<file path="src/rtl/stream_demux_if.sv">
// Stream demux bus bundle: one valid/ready input stream and N_OUT valid/ready output channels.
// Output channel i occupies out_data[i*WIDTH +: WIDTH], out_last[i], out_valid[i], out_ready[i].
interface stream_demux_if #(
  parameter int unsigned WIDTH = 8,
  parameter int unsigned N_OUT = 3,
  parameter int unsigned SEL_W = 2
);

  logic [WIDTH-1:0]       in_data;
  logic [SEL_W-1:0]       in_sel;
  logic                   in_last;
  logic                   in_valid;
  logic                   in_ready;
  logic [N_OUT*WIDTH-1:0] out_data;
  logic [N_OUT-1:0]       out_last;
  logic [N_OUT-1:0]       out_valid;
  logic [N_OUT-1:0]       out_ready;

  // Source of the input stream and sink of all output channels.
  modport master (
    output in_data, in_sel, in_last, in_valid, out_ready,
    input  in_ready, out_data, out_last, out_valid
  );

  // The demux itself.
  modport slave (
    input  in_data, in_sel, in_last, in_valid, out_ready,
    output in_ready, out_data, out_last, out_valid
  );

endinterface

</file>
<file path="src/rtl/stream_demux.sv">
// Registered 1-to-N stream demultiplexer with packet-level routing.
// The channel chosen on a packet's first beat is held until its last beat; invalid channels drop.
module stream_demux #(
  parameter int unsigned WIDTH = 8,
  parameter int unsigned N_OUT = 3,
  parameter int unsigned SEL_W = 2
) (
  input  logic                clk,
  input  logic                rst_n,
  stream_demux_if.slave       bus,
  output logic                busy,
  output logic [7:0]          drop_count
);

  localparam int unsigned N_SEL = 1 << SEL_W;
  localparam int unsigned CNT_W = 8;

  typedef enum logic {
    IDLE  = 1'b0,
    ROUTE = 1'b1
  } state_e;

  state_e                 state_q, state_d;
  logic [SEL_W-1:0]       sel_q, sel_d;

  logic [SEL_W-1:0]       sel_eff_c;
  logic                   sel_ok_c;
  logic                   in_ready_c;
  logic                   accept_c;
  logic [N_SEL-1:0]       vld_pad_c;
  logic [N_SEL-1:0]       rdy_pad_c;
  logic [N_OUT-1:0]       load_c;

  logic [N_OUT*WIDTH-1:0] data_q, data_d;
  logic [N_OUT-1:0]       last_q, last_d;
  logic [N_OUT-1:0]       valid_q, valid_d;
  logic [CNT_W-1:0]       drop_q, drop_d;

  // FSM state and locked select register.
  always_ff @(posedge clk or negedge rst_n) begin
    if (!rst_n) begin
      state_q <= IDLE;
      sel_q   <= '0;
    end else begin
      state_q <= state_d;
      sel_q   <= sel_d;
    end
  end

  // Next state: lock the select on a non-last first beat, release on the last beat.
  always_comb begin
    state_d = state_q;
    sel_d   = sel_q;
    unique case (state_q)
      IDLE: begin
        if (accept_c && !bus.in_last) begin
          state_d = ROUTE;
          sel_d   = bus.in_sel;
        end
      end
      ROUTE: begin
        if (accept_c && bus.in_last) begin
          state_d = IDLE;
        end
      end
      default: state_d = IDLE;
    endcase
  end

  // Routing decode; vectors are padded to 2^SEL_W so any select indexes safely.
  always_comb begin
    sel_eff_c  = (state_q == ROUTE) ? sel_q : bus.in_sel;
    sel_ok_c   = 32'(sel_eff_c) < N_OUT;
    vld_pad_c  = N_SEL'(valid_q);
    rdy_pad_c  = N_SEL'(bus.out_ready);
    in_ready_c = 1'b1;
    if (sel_ok_c) begin
      in_ready_c = !vld_pad_c[sel_eff_c] || rdy_pad_c[sel_eff_c];
    end
    accept_c = bus.in_valid && in_ready_c;
    load_c   = '0;
    for (int unsigned i = 0; i < N_OUT; i++) begin
      load_c[i] = accept_c && sel_ok_c && (sel_eff_c == SEL_W'(i));
    end
  end

  // Per-channel one-entry registers and the saturating drop counter.
  always_comb begin
    data_d  = data_q;
    last_d  = last_q;
    valid_d = valid_q;
    drop_d  = drop_q;
    for (int unsigned i = 0; i < N_OUT; i++) begin
      if (load_c[i]) begin
        data_d[i*WIDTH +: WIDTH] = bus.in_data;
        last_d[i]                = bus.in_last;
        valid_d[i]               = 1'b1;
      end else if (bus.out_ready[i]) begin
        valid_d[i] = 1'b0;
      end
    end
    if (accept_c && !sel_ok_c && (drop_q != {CNT_W{1'b1}})) begin
      drop_d = drop_q + CNT_W'(1);
    end
  end

  always_ff @(posedge clk or negedge rst_n) begin
    if (!rst_n) begin
      data_q  <= '0;
      last_q  <= '0;
      valid_q <= '0;
      drop_q  <= '0;
    end else begin
      data_q  <= data_d;
      last_q  <= last_d;
      valid_q <= valid_d;
      drop_q  <= drop_d;
    end
  end

  assign bus.in_ready  = in_ready_c;
  assign bus.out_data  = data_q;
  assign bus.out_last  = last_q;
  assign bus.out_valid = valid_q;
  assign busy          = (state_q == ROUTE);
  assign drop_count    = drop_q;

endmodule

</file>
<file path="src/flat_wrapper.sv">
// flat-port wrapper written by rule: the top's interface ports become plain ports
module stream_demux_flat 
#(
  parameter int unsigned WIDTH = 8,
  parameter int unsigned N_OUT = 3,
  parameter int unsigned SEL_W = 2
)
  (clk, rst_n, busy, drop_count, bus_in_data, bus_in_sel, bus_in_last, bus_in_valid, bus_out_ready, bus_in_ready, bus_out_data, bus_out_last, bus_out_valid);
  stream_demux_if #(.WIDTH(WIDTH), .N_OUT(N_OUT), .SEL_W(SEL_W)) bus_i ();
  input  logic clk;
  input  logic rst_n;
  output logic busy;
  output logic [7:0] drop_count;
  input wire logic [$bits(bus_i.in_data)-1:0] bus_in_data;
  input wire logic [$bits(bus_i.in_sel)-1:0] bus_in_sel;
  input wire logic [$bits(bus_i.in_last)-1:0] bus_in_last;
  input wire logic [$bits(bus_i.in_valid)-1:0] bus_in_valid;
  input wire logic [$bits(bus_i.out_ready)-1:0] bus_out_ready;
  output wire logic [$bits(bus_i.in_ready)-1:0] bus_in_ready;
  output wire logic [$bits(bus_i.out_data)-1:0] bus_out_data;
  output wire logic [$bits(bus_i.out_last)-1:0] bus_out_last;
  output wire logic [$bits(bus_i.out_valid)-1:0] bus_out_valid;
  assign bus_i.in_data = bus_in_data;
  assign bus_i.in_sel = bus_in_sel;
  assign bus_i.in_last = bus_in_last;
  assign bus_i.in_valid = bus_in_valid;
  assign bus_i.out_ready = bus_out_ready;
  assign bus_in_ready = bus_i.in_ready;
  assign bus_out_data = bus_i.out_data;
  assign bus_out_last = bus_i.out_last;
  assign bus_out_valid = bus_i.out_valid;
  stream_demux #(.WIDTH(WIDTH), .N_OUT(N_OUT), .SEL_W(SEL_W)) u_core (.clk(clk), .rst_n(rst_n), .bus(bus_i), .busy(busy), .drop_count(drop_count));
endmodule
</file>
<file path="config.mk">
export PLATFORM = sky130hd
export DESIGN_NAME = stream_demux_flat
export DESIGN_NICKNAME = d
export VERILOG_FILES = /design/src/rtl/stream_demux_if.sv /design/src/rtl/stream_demux.sv /design/src/flat_wrapper.sv
export SDC_FILE = /design/constraint.sdc
export NUM_CORES = 1
export LEC_CHECK = 0
export ABC_AREA = 0
export BUFFER_PORTS_ARGS = -buffer_cell sky130_fd_sc_hd__buf_2
export CELL_PAD_IN_SITES_DETAIL_PLACEMENT = 1
export CELL_PAD_IN_SITES_GLOBAL_PLACEMENT = 1
export CORE_UTILIZATION = 44
export CTS_BUF_LIST = sky130_fd_sc_hd__clkbuf_4 sky130_fd_sc_hd__clkbuf_8
export DETAILED_ROUTE_END_ITERATION = 8
export PLACE_DENSITY_LB_ADDON = 0.1
export SYNTH_ARGS = -nofsm -noshare
export SYNTH_HDL_FRONTEND = slang
export SYNTH_SLANG_ARGS = --single-unit
export TNS_END_PERCENT = 20
</file>
<file path="constraint.sdc">
create_clock -name clk -period 3.6 [get_ports clk]
set_input_delay 0.36 -clock clk [delete_from_list [all_inputs] [get_ports clk]]
set_output_delay 0.36 -clock clk [all_outputs]
set_load 0.03 [all_outputs]
</file>
* Word level (Yosys, flattened, before mapping)
Cells that the tools add are included.
** Storage, ports and cells
- Register bits after elaboration :: 41
- Input port bits :: 17
- Output and inout bits :: 40
- Word-level logic and storage cells :: 52
** Operators by class
- Add/sub/neg operators :: 1
- Magnitude comparators :: 2
- Equality and inequality tests :: 3
- Multiplexer cells :: 15
- Bitwise logic cells :: 1
- Reduce and logical (&&, ||, !) cells :: 18
** Operators with widths (number)
- $mux 1 :: 11
- $logic_and 1x1->1 :: 9
- $add 8x1->8 const B :: 1
- $ne 8x8->1 const B :: 1
- $reduce_bool 2->1 :: 3
- $bmux 1 s2 :: 2
- $logic_not 1->1 :: 3
- $lt 2x3->1 const B :: 1
- $eq 2x1->1 const B :: 1
- $eq 2x2->1 const B :: 1
- $logic_not 2->1 :: 1
- $lt 2x2->1 const B :: 1
- $mux 2 :: 1
- $pmux 1 s2 :: 1
- $reduce_and 2->1 :: 1
- $logic_or 1x1->1 :: 1
- $not 1->1 :: 1

* Longest topological paths before layout
Gate-level depths: netlist of the first run.
- Depth after elaboration :: 10
- Depth in mapped cells :: 7
- Gate-level depth less buffers :: 5

* Least setup slack after synthesis of the first run
No wires, ideal clock.
- Path kind :: flip-flop to flip-flop
- Start :: register (tool-made name)
- End :: register u_core.sel_q[0]
- Setup time :: 0.128 ns
- Arrival :: 2.082 ns
- Setup slack :: 1.391 ns
- Stages on the path, launching flop included :: 7
- Buffers on the path :: 1
- Clock period less this slack :: 2.209 ns
- Path through :: dfrtp_1 > buf_4 > or3_1 > o31ai_2 > a221oi_4 > a2111oi_4 > mux2_1
** RTL lines
- end signal: assignment :: line stream_demux.sv:46 : sel_q <= sel_d;
- end: declaration :: line stream_demux.sv:24 : logic [SEL_W-1:0] sel_q, sel_d;

==> results.json, run 1 <==
{
  "status": "finished clean",
  "ff2ff_setup_slack_ns": 1.23,
  "die_area_um2": 4380,
  "start_kind": "flop",
  "cp-endpoint": "bus_in_ready",
  "clk_path_buf_depth": 2,
  "htree_levels": 2,
  "grt_use_total_pct": 21.7,
  "cp.required_ns": 3.24,
  "cts-root-buf": "clkbuf_8",
  "wl_met3_um": 219,
  "fmax_ghz": 0.387,
  "synth_cell_type_count": 33,
  "ir_drop_uv": 456,
  "synth_area_leader_cell": "dfrtp_1",
  "cts_buffers": 5,
  "core_um2": 3800,
  "hold_buffers": 0,
  "rsz0062_at_grt": "false",
  "reg2reg_depth": 5,
  "drc": 0,
  "start_util_pct": 47.7,
  "vias": 1281,
  "port_buffers": 56,
  "synth.top_cell.area_share_pct": 56.7,
  "p_leak_nw": 1.11,
  "avgViaCountPerCell": 5.29,
  "syn_avg_cell_area_um2": 13.7,
  "period_share_pct": 71.7,
  "synth-main-ff-cell": "dfrtp_1",
  "finalSetupViolCount": 0,
  "total_power_mw": 2.26,
  "drt-initial-drc-count": 94,
  "routedWlPerCell_um": 17.0,
  "netlist_top_cells_count": "dfrtp_1 (41), mux2_2 (21), nand2_1 (11)",
  "clk_latency_ns": 0.30,
  "reg2reg_to": "u_core.bus.out_data[18]$_DFFE_PN0P_",
  "routed.top_layer": "met4",
  "arrival_ns": 2.22,
  "maxCapViolCount": 0,
  "route.met2.wl_mm": 2.11,
  "synth_cells": 132,
  "critPathKind": "flop to output port",
  "hpwlAfterDp_mm": 2.93,
  "setup_tns_ns": 0,
  "cts_resized": 0,
  "wl_met1_mm": 1.73,
  "wl_mm": 4.13,
  "synth_seq_cells": 41,
  "cp_max_fo": 11,
  "hold_viol": 0,
  "gp_congestion": 0.829,
  "layout_min_cycle_time_ns": 2.58,
  "synth_fp_nets": 150,
  "layout-drive-gt1-share_pct": 47.4,
  "power_density_nw_per_um2": 999,
  "grt_pass1_vias": 1398,
  "finalMaxSlewViolations": 0,
  "antenna_found_initial": 0,
  "grt_max_degree": 42,
  "ios": 57,
  "yosysMostFrequentCell": "dfrtp_1",
  "clock-sinks": 41,
  "cts_setup_buffers": 0,
  "num_rows": 22,
  "layout.nets": 211,
  "synth-edff-count": 0,
  "ant_nets": 0,
  "async_flop_share_pct": 100,
  "synth_top_cells_by_area": "dfrtp_1 (57%), mux2_2 (13%), mux2_1 (5.0%)",
  "cts.clk_slew.worst_paths_ns": 0.08,
  "drt_pass1_iterations": 4,
  "worst_pin_slew_ns": 0.896,
  "cp-end-kind": "output port",
  "gr-total-overflow": 0,
  "die_h_um": 66.1,
  "seq_area_frac_synth_pct": 56.7,
  "yosysWarnings": 0,
  "cts_tree": "built",
  "syn_area_um2": 1810,
  "whs_ns": 0.183,
  "grt_pass1_wl_mm": 6.86,
  "hold_path.class": "primary input to asynchronous set/reset pin",
  "final_area_um2": 2270,
  "antennaDiodeCount": 0,
  "die_w_um": 66.1,
  "maxSlewHeadroom_pct": 40.3,
  "area_growth_pct": 25.2,
  "placed_cell_area_um2": 2130,
  "finalClockSkew_ns": 0.00537
}
## worst min path at each step
stage	startpoint	to	slack, ns	cells past startpoint
after floorplan	rst_n	asynchronous set/reset pin	0.06	0
after global placement	u_core.bus.out_last[2]$_DFFE_PN0P_	u_core.bus.out_last[2]$_DFFE_PN0P_	0.46	1
after detailed placement	u_core.bus.out_data[1]$_DFFE_PN0P_	u_core.bus.out_data[1]$_DFFE_PN0P_	0.47	1
after CTS	rst_n	u_core.drop_count[7]$_DFFE_PN0P_	0.22	1
after global routing	rst_n	u_core.drop_count[4]$_DFFE_PN0P_	0.26	1
final	rst_n	u_core.drop_count[4]$_DFFE_PN0P_	0.18	1
## area by class of cell
type                    instances  area [um2]
flip-flops and latches         41        1030
clock inverters                 3        65.1
inverters                       6        22.5
well taps                      48        60.1
clock buffers                   5        68.8
multi-input cells              83         743
repair buffers                 56         280
fillers                       420        1530
## layer usage
layer  vias up  track usage [%]
met1       646             26.0
met5         -                0
met4         0             9.04
li1        591                -
met2        36             35.7
met3         8             6.90
## logic make-up after synthesis
family          Yosys count  share of synthesized area [%]
xor+xnor                  7                           3.39
buf+inv                   8                           2.28
mux                      30                           18.6
flops                    41                           56.7
simple gates             25                           6.70
fa+ha+maj                 1                          0.691
compound gates           20                           11.7
## worst max-delay path: stages (launching register included)
cell and delay [ns]:
dfrtp_1 0.52, nand2b_1 0.22, o22ai_1 0.35, a221o_1 0.50, nand2_1 0.12, buf_2 0.20
## layout by cell type (no fill, tap or decap), drive strengths merged, types with 2 or more instances in the layout
master  count
xor2        3
bufinv      2
nand4       2
dfrtp      41
mux2       29
o211ai      2
o21ai       4
a21oi       4
nor3        2
clkbuf      5
buf        56
a21o        3
nand2      11
inv         6
nor2        2
nand3       3
xnor2       4
## where the power goes
part           internal, mW  switching [mW]
combinational         0.346           0.668
sequential            0.662           0.147
clock                 0.275           0.166
total                  1.28           0.981
## registers in the layout, summed over array words and instances, names as in the netlist, named ones only
signal	cells
u_core.bus.out_valid	3
u_core.drop_count	8
u_core.bus.out_data	24
u_core.bus.out_last	3
u_core.sel_q	2
## metrics by stage
step	cells	setup slack (ns)	utilization, %
2_1_floorplan	132	1.39	-
3_3_place_gp	234	1.34	56.1
3_5_place_dp	234	1.25	56.1
4_1_cts	242	1.01	59.7
5_1_grt	242	0.857	59.7
6_report	242	1.02	59.7
Power figures use the tool's default switching activity.
==> run 2: changes to the inputs <==
--- a/config.mk
+++ b/config.mk
@@ -9,7 +9,7 @@
 export BUFFER_PORTS_ARGS = -buffer_cell sky130_fd_sc_hd__buf_2
 export CELL_PAD_IN_SITES_DETAIL_PLACEMENT = 1
 export CELL_PAD_IN_SITES_GLOBAL_PLACEMENT = 1
-export CORE_UTILIZATION = 44
+export CORE_UTILIZATION = 37
 export CTS_BUF_LIST = sky130_fd_sc_hd__clkbuf_4 sky130_fd_sc_hd__clkbuf_8
 export DETAILED_ROUTE_END_ITERATION = 8
 export PLACE_DENSITY_LB_ADDON = 0.1
==> constraint.sdc (replaced) <==
create_clock -name clk -period 2.3 [get_ports clk]
set_input_delay 0.23 -clock clk [delete_from_list [all_inputs] [get_ports clk]]
set_output_delay 0.23 -clock clk [all_outputs]
set_load 0.03 [all_outputs]
==> run 2 against run 1 <==
Effect of this change: non-clock buffer count grew 8; core utilization shrank 10 points; via count grew 2.1%; combinational power grew 69%; first-iteration DRC count shrank 65%; setup slack lost 0.92 ns; sequential power grew 55%; critical endpoint is now u_core.sel_q[0]$_DFFE_PN0P_.
==> results.json, run 2 (synthesized netlist as in run 1, its figures left out) <==
{
  "layout_min_cycle_time_ns": 2.21,
  "htree_levels": 2,
  "start_util_pct": 38.3,
  "largest_reg_flops": 24,
  "hpwlAfterDp_mm": 3.00,
  "num_rows": 25,
  "gp_congestion": 0.850,
  "drt_pass1_iterations": 4,
  "routedWlPerCell_um": 15.4,
  "drt-initial-drc-count": 33,
  "cp.required_ns": 2.47,
  "finalSetupViolCount": 0,
  "cts-root-buf": "clkbuf_8",
  "p_leak_nw": 1.13,
  "placed_cell_area_um2": 2180,
  "antenna_found_initial": 0,
  "cts.clk_slew.worst_paths_ns": 0.08,
  "final_cell_mix": "buf_2 (56), dfrtp_1 (39), mux2_2 (21)",
  "drc": 0,
  "ff2ff_setup_slack_ns": 0.09,
  "gr-total-overflow": 0,
  "die_w_um": 72.0,
  "die_h_um": 72.0,
  "layout-drive-gt1-share_pct": 50.7,
  "grt_use_total_pct": 17.8,
  "fin_util_pct": 49.4,
  "critPathKind": "flop to flop",
  "reg2reg_to": "u_core.sel_q[0]$_DFFE_PN0P_",
  "start_kind": "flop",
  "avgViaCountPerCell": 4.88,
  "grt_pass1_wl_mm": 7.06,
  "ios": 57,
  "arrival_ns": 2.38,
  "clock-sinks": 41,
  "status": "finished clean",
  "hold_buffers": 0,
  "maxSlewHeadroom_pct": 39.4,
  "ant_nets": 0,
  "whs_ns": 0.0731,
  "worst_pin_slew_ns": 0.908,
  "rsz0062_at_grt": "false",
  "clk_latency_ns": 0.28,
  "placed_cells": 256,
  "cp_max_fo": 8,
  "antennaDiodeCount": 0,
  "final_common_cell": "buf_2",
  "hold_path.class": "primary input to asynchronous set/reset pin",
  "finalMaxSlewViolations": 0,
  "port_buffers": 56,
  "ir_drop_uv": 738,
  "cp-end-kind": "flop",
  "power_density_nw_per_um2": 1480,
  "cts_tree": "built",
  "hold_viol": 0,
  "final_area_um2": 2330,
  "fmax_ghz": 0.453,
  "wl_mm": 4.12,
  "instances_no_fill": 268,
  "finalClockSkew_ns": 0.00451,
  "layout.nets": 219,
  "cts_buffers": 5,
  "maxCapViolCount": 0,
  "clk_path_buf_depth": 2,
  "period_share_pct": 96.0,
  "reg2reg_depth": 5,
  "vias": 1308,
  "setup_tns_ns": 0,
  "grt_max_degree": 42,
  "die_area_um2": 5180,
  "core_um2": 4720,
  "grt_pass1_vias": 1457,
  "area_growth_pct": 28.7
}
-- run 2: worst max-delay path by stage --
stage / startpoint / endpoint
CTS: flop / u_core.bus.out_data[2]$_DFFE_PN0P_
floorplan: flop / u_core.sel_q[0]$_DFFE_PN0P_
finish: flop / u_core.sel_q[0]$_DFFE_PN0P_
global placement: flop / u_core.bus.out_data[23]$_DFFE_PN0P_
detailed placement: flop / u_core.bus.out_data[2]$_DFFE_PN0P_
global route: u_core.sel_q[0]$_DFFE_PN0P_ / u_core.sel_q[0]$_DFFE_PN0P_
-- run 2: routing by layer --
layer	up-vias	part of all wire (%)	track usage [%]
li1	607	-	-
met1	658	44	23.1
met2	41	50	30.0
met3	2	5.2	4.58
met4	0	0.61	4.58
met5	-	0	0
-- run 2: cell type report --
class                   instances  area (um2)
multi-input cells              83         753
repair buffers                 64         353
flip-flops and latches         41        1030
well taps                      67        83.8
clock inverters                 1        7.51
inverters                       6        22.5
fillers                       510        2390
clock buffers                   6        82.6
-- run 2: through the flow --
stage,power [mW],setup slack [ns]
finish,3.44,0.0928
global route,3.66,0.00159
CTS,3.46,0.0335
detailed placement,2.91,-0.0149
global placement,2.85,0.0693
floorplan,2.39,0.0908
-- run 2: power by group --
part	switching, mW	total, mW	internal [mW]
Clock	0.236	0.473	0.237
Sequential	0.215	1.25	1.04
Combinational	1.08	1.71	0.631
-- run 2: what timing repair did --
action | 4_1_cts | 5_1_grt
gates resized for setup | 1 | 3
buffers inserted | 3 | 2
setup endpoints to repair | 8 | 30
pin swaps | 1 | 1
-- run 2: worst max-delay path: stages, from the launching register on --
cell and delay, ns:
dfrtp_2 0.46, and3b_1 0.20, o21a_1 0.19, a221o_2 0.42, a2111oi_4 0.48, mux2_1 0.35
